File: src/rtl/alu_pkg.sv
// Types and constants shared by the Hack-style ALU and the sequential multiplier.
package alu_pkg;

    localparam int ALU_W = 16;

    typedef struct packed {
        logic zx;
        logic nx;
        logic zy;
        logic ny;
        logic f;
        logic no;
    } alu_ctrl_t;

    localparam alu_ctrl_t ALU_ADD    = '{zx: 1'b0, nx: 1'b0, zy: 1'b0, ny: 1'b0, f: 1'b1, no: 1'b0};
    localparam alu_ctrl_t ALU_PASS_X = '{zx: 1'b0, nx: 1'b0, zy: 1'b1, ny: 1'b0, f: 1'b1, no: 1'b0};

    typedef enum logic [1:0] {
        IDLE = 2'd0,
        RUN  = 2'd1,
        DONE = 2'd2
    } mul_state_t;

endpackage

File: src/rtl/alu.sv
// Combinational 16-bit ALU with zero/negate controls on each input and on the output.
module alu
    import alu_pkg::*;
(
    input  logic [ALU_W-1:0] x,
    input  logic [ALU_W-1:0] y,
    input  alu_ctrl_t        ctrl,
    output logic [ALU_W-1:0] out,
    output logic             zr,
    output logic             ng
);

    logic [ALU_W-1:0] x_z, x_n, y_z, y_n, res;

    always_comb begin
        x_z = ctrl.zx ? '0 : x;
        x_n = ctrl.nx ? ~x_z : x_z;
        y_z = ctrl.zy ? '0 : y;
        y_n = ctrl.ny ? ~y_z : y_z;
        // Carry out of the top bit is dropped by the 16-bit sum.
        res = ctrl.f ? (x_n + y_n) : (x_n & y_n);
        out = ctrl.no ? ~res : res;
        zr  = (out == '0);
        ng  = out[ALU_W-1];
    end

endmodule

File: src/rtl/alu_mul_seq.sv
// Shift-and-add 16x16 multiplier (low half of product) using the shared ALU as its adder.
module alu_mul_seq
    import alu_pkg::*;
#(
    parameter int WIDTH = 16,
    parameter int ITER  = 16
) (
    input  logic             clk,
    input  logic             rst_n,
    input  logic             start,
    input  logic [WIDTH-1:0] a,
    input  logic [WIDTH-1:0] b,
    output logic             busy,
    output logic             done,
    output logic [WIDTH-1:0] product,
    output logic             zr,
    output logic             ng
);

    mul_state_t       state_q, state_d;
    logic [WIDTH-1:0] acc_q, acc_d;
    logic [WIDTH-1:0] mcand_q, mcand_d;
    logic [WIDTH-1:0] mplier_q, mplier_d;
    logic [4:0]       cnt_q, cnt_d;
    logic [WIDTH-1:0] product_q, product_d;
    logic             zr_q, zr_d;
    logic             ng_q, ng_d;

    alu_ctrl_t        alu_ctrl;
    logic [WIDTH-1:0] alu_out;
    logic             alu_zr, alu_ng;

    // Add the shifted multiplicand only when the current multiplier bit is set.
    always_comb begin
        alu_ctrl    = ALU_ADD;
        alu_ctrl.zy = ~mplier_q[0];
    end

    alu u_alu (
        .x    (acc_q),
        .y    (mcand_q),
        .ctrl (alu_ctrl),
        .out  (alu_out),
        .zr   (alu_zr),
        .ng   (alu_ng)
    );

    always_comb begin
        state_d   = state_q;
        acc_d     = acc_q;
        mcand_d   = mcand_q;
        mplier_d  = mplier_q;
        cnt_d     = cnt_q;
        product_d = product_q;
        zr_d      = zr_q;
        ng_d      = ng_q;
        case (state_q)
            IDLE, DONE: begin
                if (start) begin
                    acc_d    = '0;
                    mcand_d  = a;
                    mplier_d = b;
                    cnt_d    = '0;
                    state_d  = RUN;
                end else begin
                    state_d  = IDLE;
                end
            end
            RUN: begin
                acc_d    = alu_out;
                mcand_d  = {mcand_q[WIDTH-2:0], 1'b0};
                mplier_d = {1'b0, mplier_q[WIDTH-1:1]};
                cnt_d    = cnt_q + 5'd1;
                if (cnt_q == 5'(ITER - 1)) begin
                    product_d = alu_out;
                    zr_d      = alu_zr;
                    ng_d      = alu_ng;
                    state_d   = DONE;
                end
            end
            default: state_d = IDLE;
        endcase
    end

    always_ff @(posedge clk) begin
        if (!rst_n) begin
            state_q   <= IDLE;
            acc_q     <= '0;
            mcand_q   <= '0;
            mplier_q  <= '0;
            cnt_q     <= '0;
            product_q <= '0;
            zr_q      <= 1'b1;
            ng_q      <= 1'b0;
        end else begin
            state_q   <= state_d;
            acc_q     <= acc_d;
            mcand_q   <= mcand_d;
            mplier_q  <= mplier_d;
            cnt_q     <= cnt_d;
            product_q <= product_d;
            zr_q      <= zr_d;
            ng_q      <= ng_d;
        end
    end

    assign busy    = (state_q == RUN);
    assign done    = (state_q == DONE);
    assign product = product_q;
    assign zr      = zr_q;
    assign ng      = ng_q;

endmodule

File: config.mk
export PLATFORM = sky130hd
export DESIGN_NAME = alu_mul_seq
export DESIGN_NICKNAME = d
export VERILOG_FILES = /design/src/rtl/alu_pkg.sv /design/src/rtl/alu.sv /design/src/rtl/alu_mul_seq.sv
export SDC_FILE = /design/constraint.sdc
export NUM_CORES = 1
export LEC_CHECK = 0
export BUFFER_PORTS_ARGS = -buffer_cell sky130_fd_sc_hd__buf_2
export CAP_MARGIN = 20
export CORE_ASPECT_RATIO = 2
export CORE_MARGIN = 2
export CORE_UTILIZATION = 40
export CTS_BUF_LIST = sky130_fd_sc_hd__clkbuf_8 sky130_fd_sc_hd__clkbuf_16
export DETAILED_ROUTE_END_ITERATION = 12
export PLACE_DENSITY = 0.6
export SLEW_MARGIN = 30
export SYNTH_ARGS = -nofsm -noshare
export SYNTH_HDL_FRONTEND = slang
export SYNTH_SLANG_ARGS = --single-unit
File: constraint.sdc
create_clock -name clk -period 3.83 [get_ports clk]
set_input_delay 0.383 -clock clk [delete_from_list [all_inputs] [get_ports clk]]
set_output_delay 0.383 -clock clk [all_outputs]
set_load 0.02 [all_outputs]
==> flow_summary.yaml, run 1 <==
status:
  status: "finished, final reports clean"
clocking:
  numCtsBuffers: 9
  clock_latency_ps: 330
  cts_buffer_depth: 2
  post_cts_buffers: 0
  clk_pin_slew_worst_paths_ps: 60
  clock-sinks: 72
  root_buffer: "clkbuf_16"
  holdBufCountCts: 0
  cts_tree: "built"
  htreeDepth: 3
  cts_resized: 0
pwr:
  power.density_nw_per_um2: 416
  ir_drop_v: 0.000304
  power.leakage_uw: 0.00184
place:
  portBuffers: 54
  gp_congestion: 0.892
  post-dp-hpwl_mm: 7.62
sta:
  fin_crit_sh_pct: 75.8
  drv_slew: 0
  finalSetupViolations: 0
  fmax_mhz: 345
  fin_skew_ps: 7.42
  min_period_ps: 2900
  whs_ps: 316
  slew_headroom_pct: 59.1
  fin_tns_setup_ps: 0
  rsz0062_at_grt: "no"
  worst_pin_slew_ps: 609
  hold_violations: 0
route:
  wire_per_inst_um: 17.1
  wirelength_mm: 10.4
  drtPass1Iterations: 5
  drt_iter0_markers: 168
  ant_nets: 0
  viasPerCell: 5.85
  vias: 3575
  drcViolationCount: 0
critical_path:
  critPathLaunchType: "flip-flop"
  endpoint: "zr"
  ff2ff_setup_slack_ps: 930
  path_cells: "and2_1, ha_1, fa_1, a21oi_1, o211a_1, o311ai_1, or3_1, nor4_4, o2111ai_1, nand2_1"
  cp-end-kind: "flip-flop"
  worst-path-max-fanout: 17
  r2r_cells: 10
  worst_path_largest_cell_delay_ps: 450
  critPathKind: "flip-flop to flip-flop"
  r2r-start: "mplier_q[0]"
  r2r_end: "zr"
  arrival_ps: 3180
  required_ps: 4110
  critPathSlowestCell: "dfxtp_1"
  startpoint: "mplier_q[0]"
synth:
  synth_compound_area_share_pct: 28.2
  yosysSeqAreaShare_pct: 37.7
  synth_edf_count: 0
  synthMuxAreaShare_pct: 0
  synthFlopType: "dfxtp_1"
  syn_area_um2: 3820
  synth_simple_gate_area_share_pct: 21.8
  ys_top_cells_by_area: "dfxtp_1, a22oi_1, a21oi_1"
  synth_xor_area_share_pct: 1.37
  synth-seq-cells: 72
  synthCells: 466
  yosysTopAreaCell: "dfxtp_1"
  async_reset_ff_share_pct: 0
  synth_top_family_by_area: "compound AO/OA/AOI/OAI gates"
  syn_area_per_cell_um2: 8.21
  ys_warn_count: 0
  synthDistinctLibCells: 61
  syn_nets: 519
  synthDominantCellAreaShare_pct: 37.7
  synth_fa_ha_area_share_pct: 6.08
cells_and_area:
  final_common_cell: "dfxtp_1"
  nets: 555
  fillers: 947
  drive_gt1_share_pct: 17.0
  insertedDiodeCount: 0
  layout_common_cells: "dfxtp_1, nand2_1, a21oi_1"
  syn2layout_area_growth_pct: 16.4
  seq_area_um2: 1440
  multi_input_area_um2: 2210
global_route:
  antenna_found_initial: 0
  overflow: 0
  grt_first_pass_wirelength_mm: 16.7
  grt_max_degree: 47
  use_met1_pct: 23.2
  track_usage_pct: 20.8
  grt_pass1_vias: 3476
  gr-max-usage-layer: "met2"
  gr-usage-met3_pct: 3.90
  use_met2_pct: 36.4
floorplan:
  core-area_um2: 9320
  chipWidth_um: 73.1
  die-area_um2: 10400
  io_pins: 55
  die_h_um: 142
  initial_core_util_pct: 41.0
  rows: 50
worst_hold_path:
  min_from: "a[0]"
  min_path_type: "primary input to flip-flop"
run:
  max_cap_violations: 0
[where the power goes]
part           switching [µW]  internal [µW]
clock                     324            557
combinational             110           63.3
sequential               20.9            777
total                     455           1400
[critical path, delay by kind of cell, from the launching register on]
family                     cells  cell delay, ps
AOI/OAI and AO/OA              4             860
and+or+nand+nor                4             880
DFF                            1             450
adders and majority gates      2             640
[worst min-delay path by stage]
| stage | end | slack (ps) | cells past startpoint |
|---|---|---|---|
| after global routing | mplier_q[6] | 330 | 3 |
| after CTS | mcand_q[0] | 300 | 3 |
| final | mcand_q[0] | 320 | 3 |
| after floorplan | mcand_q[15] | 440 | 2 |
| after detailed placement | product[0] | 450 | 2 |
| after global placement | product[13] | 440 | 2 |
[Yosys cell counts (4+ instances only)]
cell type and instances:
a211oi_1 5, a21o_1 6, a21oi_1 57, a22oi_1 49, and2_1 20, buf_2 4, clkbuf_1 27, dfxtp_1 72
ha_1 17, inv_1 8, nand2_1 62, nand3_1 7, nand4_1 5, nor2_1 39, nor2b_1 5, nor3_1 6
o2111ai_1 4, o211ai_1 5, o21ai_0 4, xnor2_1 5
[layout make-up]
type | count | share of cell area (%)
flip-flops and latches | 72 | 32.4
well taps | 104 | 2.92
repair buffers | 60 | 7.08
inverters | 10 | 0.872
clock inverters | 4 | 1.15
multi-input cells | 349 | 49.6
clock buffers | 12 | 5.99
[metrics by stage]
stage	std cells	utilization [%]	worst slack [ps]	total power, µW	area (µm²)
floorplan	466	-	1180	926	3820
global placement	595	44.3	988	986	4130
detailed placement	595	44.3	944	989	4130
CTS	611	47.7	912	1870	4450
global route	611	47.7	730	1920	4450
finish	611	47.7	927	1850	4450
[flip-flops by register name, indices dropped and copies added (netlist names)]
| signal | cells |
|---|---|
| cnt_q | 5 |
| mcand_q | 16 |
| product | 16 |
| zr | 1 |
| state_q | 2 |
| mplier_q | 16 |
| acc_q | 16 |
[layer usage]
layer,vias to the layer above,share of wire (%),wire [µm]
li1,1770,-,-
met1,1694,39,4090
met4,0,3.2,333
met5,-,0,0
met3,20,3.0,310
met2,91,55,5690
[cell families (layout without fill, tap and decap cells)]
| logic type | count (synthesis) | in the layout |
|---|---|---|
| compound gates | 157 | 157 |
| flops | 72 | 72 |
| xor+xnor | 6 | 6 |
| simple gates | 168 | 168 |
| buf+inv | 45 | 86 |
| fa+ha+maj | 18 | 18 |
No activity file was read; power rests on OpenSTA's default activity.
==> run 2: changes to the inputs <==
--- a/config.mk
+++ b/config.mk
@@ -5,6 +5,7 @@
 export SDC_FILE = /design/constraint.sdc
 export NUM_CORES = 1
 export LEC_CHECK = 0
+export ABC_AREA = 1
 export BUFFER_PORTS_ARGS = -buffer_cell sky130_fd_sc_hd__buf_2
 export CAP_MARGIN = 20
 export CORE_ASPECT_RATIO = 2
==> constraint.sdc (replaced) <==
create_clock -name clk -period 3 [get_ports clk]
set_input_delay 0.3 -clock clk [delete_from_list [all_inputs] [get_ports clk]]
set_output_delay 0.3 -clock clk [all_outputs]
set_load 0.02 [all_outputs]
==> flow_summary.yaml, run 2 <==
global_route:
  track_usage_pct: 21.6
  antenna_found_initial: 0
  overflow: 0
  grt_first_pass_wirelength_mm: 17.5
  grt_max_degree: 52
  grt_pass1_vias: 3827
sta:
  fin_crit_sh_pct: 79.9
  hold_violations: 0
  fin_skew_ps: 8.56
  fmax_mhz: 417
  min_period_ps: 2400
  slew_headroom_pct: 41.0
  rsz0062_at_grt: "no"
  drv_slew: 0
  fin_tns_setup_ps: 0
  finalSetupViolations: 0
  worst_pin_slew_ps: 885
cells_and_area:
  final_cells: 770
  multi_input_area_um2: 2050
  drive_gt1_share_pct: 15.2
  fillers: 1003
  syn2layout_area_growth_pct: 17.6
  nets: 686
  seq_area_um2: 1440
  layout_common_cells: "nand2_1, inv_1, dfxtp_1"
  insertedDiodeCount: 0
  final_common_cell: "nand2_1"
critical_path:
  startpoint: "mplier_q[0]"
  r2r-start: "mplier_q[0]"
  required_ps: 3280
  arrival_ps: 2680
  cp-end-kind: "flip-flop"
  critPathLaunchType: "flip-flop"
  r2r_cells: 15
  critPathSlowestCell: "dfxtp_1"
  critPathKind: "flip-flop to flip-flop"
  path_depth: 15
  r2r_end: "zr"
  path_cells: "nand2_1, inv_1, ha_1, fa_1, nand2_1, nand2_2, nand3_2, nand2_2, nand2_1, nand2_1, nor2_1, nand3_1, nor2_2, nand3_1, nand2_1"
  critical_path_buf_inv_count: 1
  worst_path_largest_cell_delay_ps: 470
  ff2ff_setup_slack_ps: 600
  crit_family: "simple AND/OR/NAND/NOR gates"
  crit_top_cell: "nand2_1"
  worst-path-max-fanout: 17
route:
  vias: 3876
  drcViolationCount: 0
  ant_nets: 0
  viasPerCell: 5.03
  wire_per_inst_um: 14.0
  wirelength_mm: 10.7
  drt_iter0_markers: 181
  drtPass1Iterations: 4
run:
  max_cap_violations: 0
floorplan:
  die-area_um2: 10600
  io_pins: 55
  rows: 51
  initial_core_util_pct: 40.6
  die_h_um: 144
  core-area_um2: 9640
  chipWidth_um: 73.9
synth:
  yosysSeqAreaShare_pct: 36.9
  synthDominantCellAreaShare_pct: 36.9
  ys_warn_count: 0
  synthFlopType: "dfxtp_1"
  synthCells: 591
  synth_xor_area_share_pct: 0.864
  syn_area_per_cell_um2: 6.62
  syn_nets: 644
  synthMuxAreaShare_pct: 0
  synth_fa_ha_area_share_pct: 5.95
  synth_edf_count: 0
  async_reset_ff_share_pct: 0
  synth-seq-cells: 72
  synth_common_cells: "nand2_1, inv_1, dfxtp_1"
  synth_compound_area_share_pct: 13.4
  syn_area_um2: 3910
  synth_simple_gate_area_share_pct: 32.3
  synth_top_family_by_area: "simple AND/OR/NAND/NOR gates"
  yosysTopAreaCell: "dfxtp_1"
  ys_top_cells_by_area: "dfxtp_1, nand2_1, inv_1"
  synthDistinctLibCells: 32
  yosysMostFrequentCell: "nand2_1"
pwr:
  power.leakage_uw: 0.00223
  fin_total_pwr_uw: 2450
  power.density_nw_per_um2: 533
  ir_drop_v: 0.000440
worst_hold_path:
  min_path_type: "primary input to flip-flop"
  hold_path_end: "mplier_q[15]"
  min_from: "b[15]"
  min_path_cells: 3
place:
  portBuffers: 54
  post-dp-hpwl_mm: 7.99
  gp_congestion: 0.984
  dp_cells: 754
clocking:
  root_buffer: "clkbuf_16"
  holdBufCountCts: 0
  clock_latency_ps: 340
  cts_resized: 0
  clk_pin_slew_worst_paths_ps: 60
  numCtsBuffers: 9
  cts_buffer_depth: 2
  htreeDepth: 3
  post_cts_buffers: 0
  clock-sinks: 72
  cts_tree: "built"
status:
  status: "finished, final reports clean"
-- run 2: cell families (layout without fill, tap and decap cells) --
logic type,count (synthesis),count (layout)
AND/OR/NAND/NOR,304,304
buffers and inverters,104,151
AO/OA/AOI/OAI,90,90
flip-flops,72,72
adder cells (fa/ha/maj),18,18
XOR/XNOR,3,3
-- run 2: worst register-to-register path, stage by stage, from the launching register on --
cell     delay (ps)
dfxtp_1         470
nand2_1         160
inv_1            50
ha_1            210
fa_1            410
nand2_1          90
nand2_2         100
nand3_2         100
nand2_2         100
nand2_1          70
nand2_1         130
nor2_1          140
nand3_1         100
nor2_2           90
nand3_1          60
nand2_1          60
-- run 2: power breakdown --
part           switching (µW)  leakage, µW  internal (µW)  total [µW]
Sequential               27.4     0.000586            991        1020
Combinational             122      0.00148           61.6         184
Clock                     433     0.000170            815        1250
Total                     582      0.00223           1870        2450
-- run 2: cell type report --
type,count,share of cell area (%)
Tap cell,132,3.59
Multi-Input combinational cell,415,44.6
Sequential cell,72,31.3
Inverter,78,6.37
Timing Repair Buffer,57,6.64
Clock buffer,9,4.90
Clock inverter,7,2.56
-- run 2: how the worst max path moves through the flow --
stage | endpoint | slack (ps)
final | zr | 600
after floorplan | zr | 850
after global routing | zr | 410
after CTS | zr | 600
after detailed placement | zr | 600
after global placement | zr | 640
-- run 2: stage by stage --
step	area, µm²	setup slack, ps	utilization [%]	hold slack, ps
finish	4600	603	47.7	222
global route	4600	411	47.7	236
CTS	4600	596	47.7	220
detailed placement	4260	596	44.2	453
global placement	4260	641	44.2	455
floorplan	3910	845	-	437
-- run 2: layer usage --
layer  GRT usage [%]  up-vias  part of all wire [%]
met5               0        -                     0
met4            18.9        0                   8.8
met3            3.93       49                   3.9
met2            36.7      119                    51
met1            21.7     1752                    36
li1                -     1956                     -
==> run 3: changes to the inputs <==
--- a/config.mk
+++ b/config.mk
@@ -13,7 +13,7 @@
 export CORE_UTILIZATION = 40
 export CTS_BUF_LIST = sky130_fd_sc_hd__clkbuf_8 sky130_fd_sc_hd__clkbuf_16
 export DETAILED_ROUTE_END_ITERATION = 12
-export PLACE_DENSITY = 0.6
+export PLACE_DENSITY = 0.62
 export SLEW_MARGIN = 30
 export SYNTH_ARGS = -nofsm -noshare
 export SYNTH_HDL_FRONTEND = slang
==> constraint.sdc (replaced) <==
create_clock -name clk -period 1.9 [get_ports clk]
set_input_delay 0.19 -clock clk [delete_from_list [all_inputs] [get_ports clk]]
set_output_delay 0.19 -clock clk [all_outputs]
set_load 0.02 [all_outputs]
==> flow_summary.yaml, run 3 (synthesis gave the netlist of run 2 again) <==
sta:
  rsz0062_at_grt: "yes"
  timing.final.ws_setup_ps: -147
  fin_crit_sh_pct: 108
  whs_ps: 111
  hold_violations: 0
  fin_tns_setup_ps: -1230
  slew_headroom_pct: 78.8
  min_period_ps: 2050
  finalSetupViolations: 18
  worst_pin_slew_ps: 316
  fmax_mhz: 488
  drv_slew: 0
  fin_skew_ps: 6.01
route:
  drcViolationCount: 0
  wirelength_mm: 11.5
  ant_nets: 0
  viasPerCell: 4.95
  drtPass1Iterations: 5
  drt_iter0_markers: 215
  vias: 4077
  wire_per_inst_um: 13.9
place:
  gp_congestion: 0.945
  post-dp-hpwl_mm: 8.27
  placed_area_um2: 4660
  portBuffers: 54
pwr:
  ir_drop_v: 0.000544
  fin_total_pwr_uw: 3900
  power.density_nw_per_um2: 714
  power.leakage_uw: 0.00254
global_route:
  grt_first_pass_wirelength_mm: 18.5
  grt_pass1_vias: 4049
  antenna_found_initial: 0
  overflow: 0
  track_usage_pct: 22.6
  grt_max_degree: 51
run:
  max_cap_violations: 0
clocking:
  cts_tree: "built"
  htreeDepth: 3
  root_buffer: "clkbuf_16"
  numCtsBuffers: 9
  clk_pin_slew_worst_paths_ps: 60
  cts_buffer_depth: 2
  clock_latency_ps: 330
  clock-sinks: 72
floorplan:
  initial_core_util_pct: 40.6
  rows: 51
  die_h_um: 144
  die-area_um2: 10600
  core-area_um2: 9640
  chipWidth_um: 73.9
  io_pins: 55
critical_path:
  critPathLaunchType: "flip-flop"
  path_cells: "buf_6, nand2_4, inv_4, ha_4, fa_2, nand2_2, nand2_4, nand3_4, nand2_4, nand2_2, nand2_4, nor2_4, nand3_2, nor2_2, nand3_1, nand2_1"
  required_ps: 2180
  critPathSlowestCell: "fa_2"
  critPathKind: "flip-flop to flip-flop"
  startpoint: "mplier_q[0]"
  r2r-start: "mplier_q[0]"
  cp-end-kind: "flip-flop"
  worst_path_largest_cell_delay_ps: 380
  critical_path_buf_inv_count: 2
  worst-path-max-fanout: 6
  crit_family: "simple AND/OR/NAND/NOR gates"
  arrival_ps: 2320
  crit_top_cell: "nand2_4"
cells_and_area:
  layout_common_cells: "nand2_1, dfxtp_1, inv_1"
  final_common_cell: "nand2_1"
  syn2layout_area_growth_pct: 39.8
  drive_gt1_share_pct: 32.8
  insertedDiodeCount: 0
  postLayoutCoreUtil_pct: 56.7
  seq_area_um2: 1440
  nets: 740
  multi_input_area_um2: 2470
  stdcell_area_um2: 5470
  fillers: 895
worst_hold_path:
  min_from: "b[15]"
  min_path_type: "primary input to flip-flop"
status:
  status: "finished, violations left"
  violations: "negative setup slack"
==> run 3: cell count changes in the layout (fill, tap and decap cells not counted), sizes merged <==
cell,previous run,this run
clkinv,2,1
buf,57,111
inv,80,81
==> run 3: routing by layer <==
metal  up-vias  GRT usage (%)  part of all wire, %
met5         -              0                    0
met3        42           3.65                  2.5
li1       2068              -                    -
met4         0           14.0                  6.7
met1      1878           22.7                   37
met2        89           41.4                   54
==> run 3: path summary, 6_finish.rpt <==
check,end,slack [ps],cells after the start
min,mplier_q[15],110,3
max,zr,-150,16
max reg2reg,zr,-150,16
min reg2reg,product[2],470,2
==> run 3: where the power goes <==
part / switching [µW] / internal, µW
Combinational: 224 / 155
Sequential: 36.7 / 1570
Clock: 648 / 1280
Total: 909 / 3000
==> run 3: timing repair <==
action | in CTS | in global routing
cloned | 0 | 1
endpoints found under the setup margin | 23 | 25
setup buffers | 0 | 6
hold buffers | 0 | 0
pin swaps | 8 | 22
gates resized for setup | 45 | 54
==> run 3: final cells by class <==
| cell class | count | area share, % |
|---|---|---|
| multi-input cells | 415 | 45.1 |
| flip-flops and latches | 72 | 26.4 |
| repair buffers | 111 | 13.9 |
| inverters | 78 | 5.40 |
| clock buffers | 9 | 4.12 |
| well taps | 132 | 3.02 |
| clock inverters | 7 | 2.04 |
==> run 3: per-stage QoR <==
stage / setup WS, ps / instances
global route: -263 / 824
CTS: -108 / 818
finish: -147 / 824
global placement: -199 / 802
detailed placement: -232 / 802
floorplan: -80.1 / 591
==> run 3: worst reg2reg max path: cells and delay by family (launching register included) <==
kind                     cells  cell delay [ps]
buffers and inverters        2              160
adder cells (fa/ha/maj)      2              540
AND/OR/NAND/NOR             12              960
flip-flops                   1              340
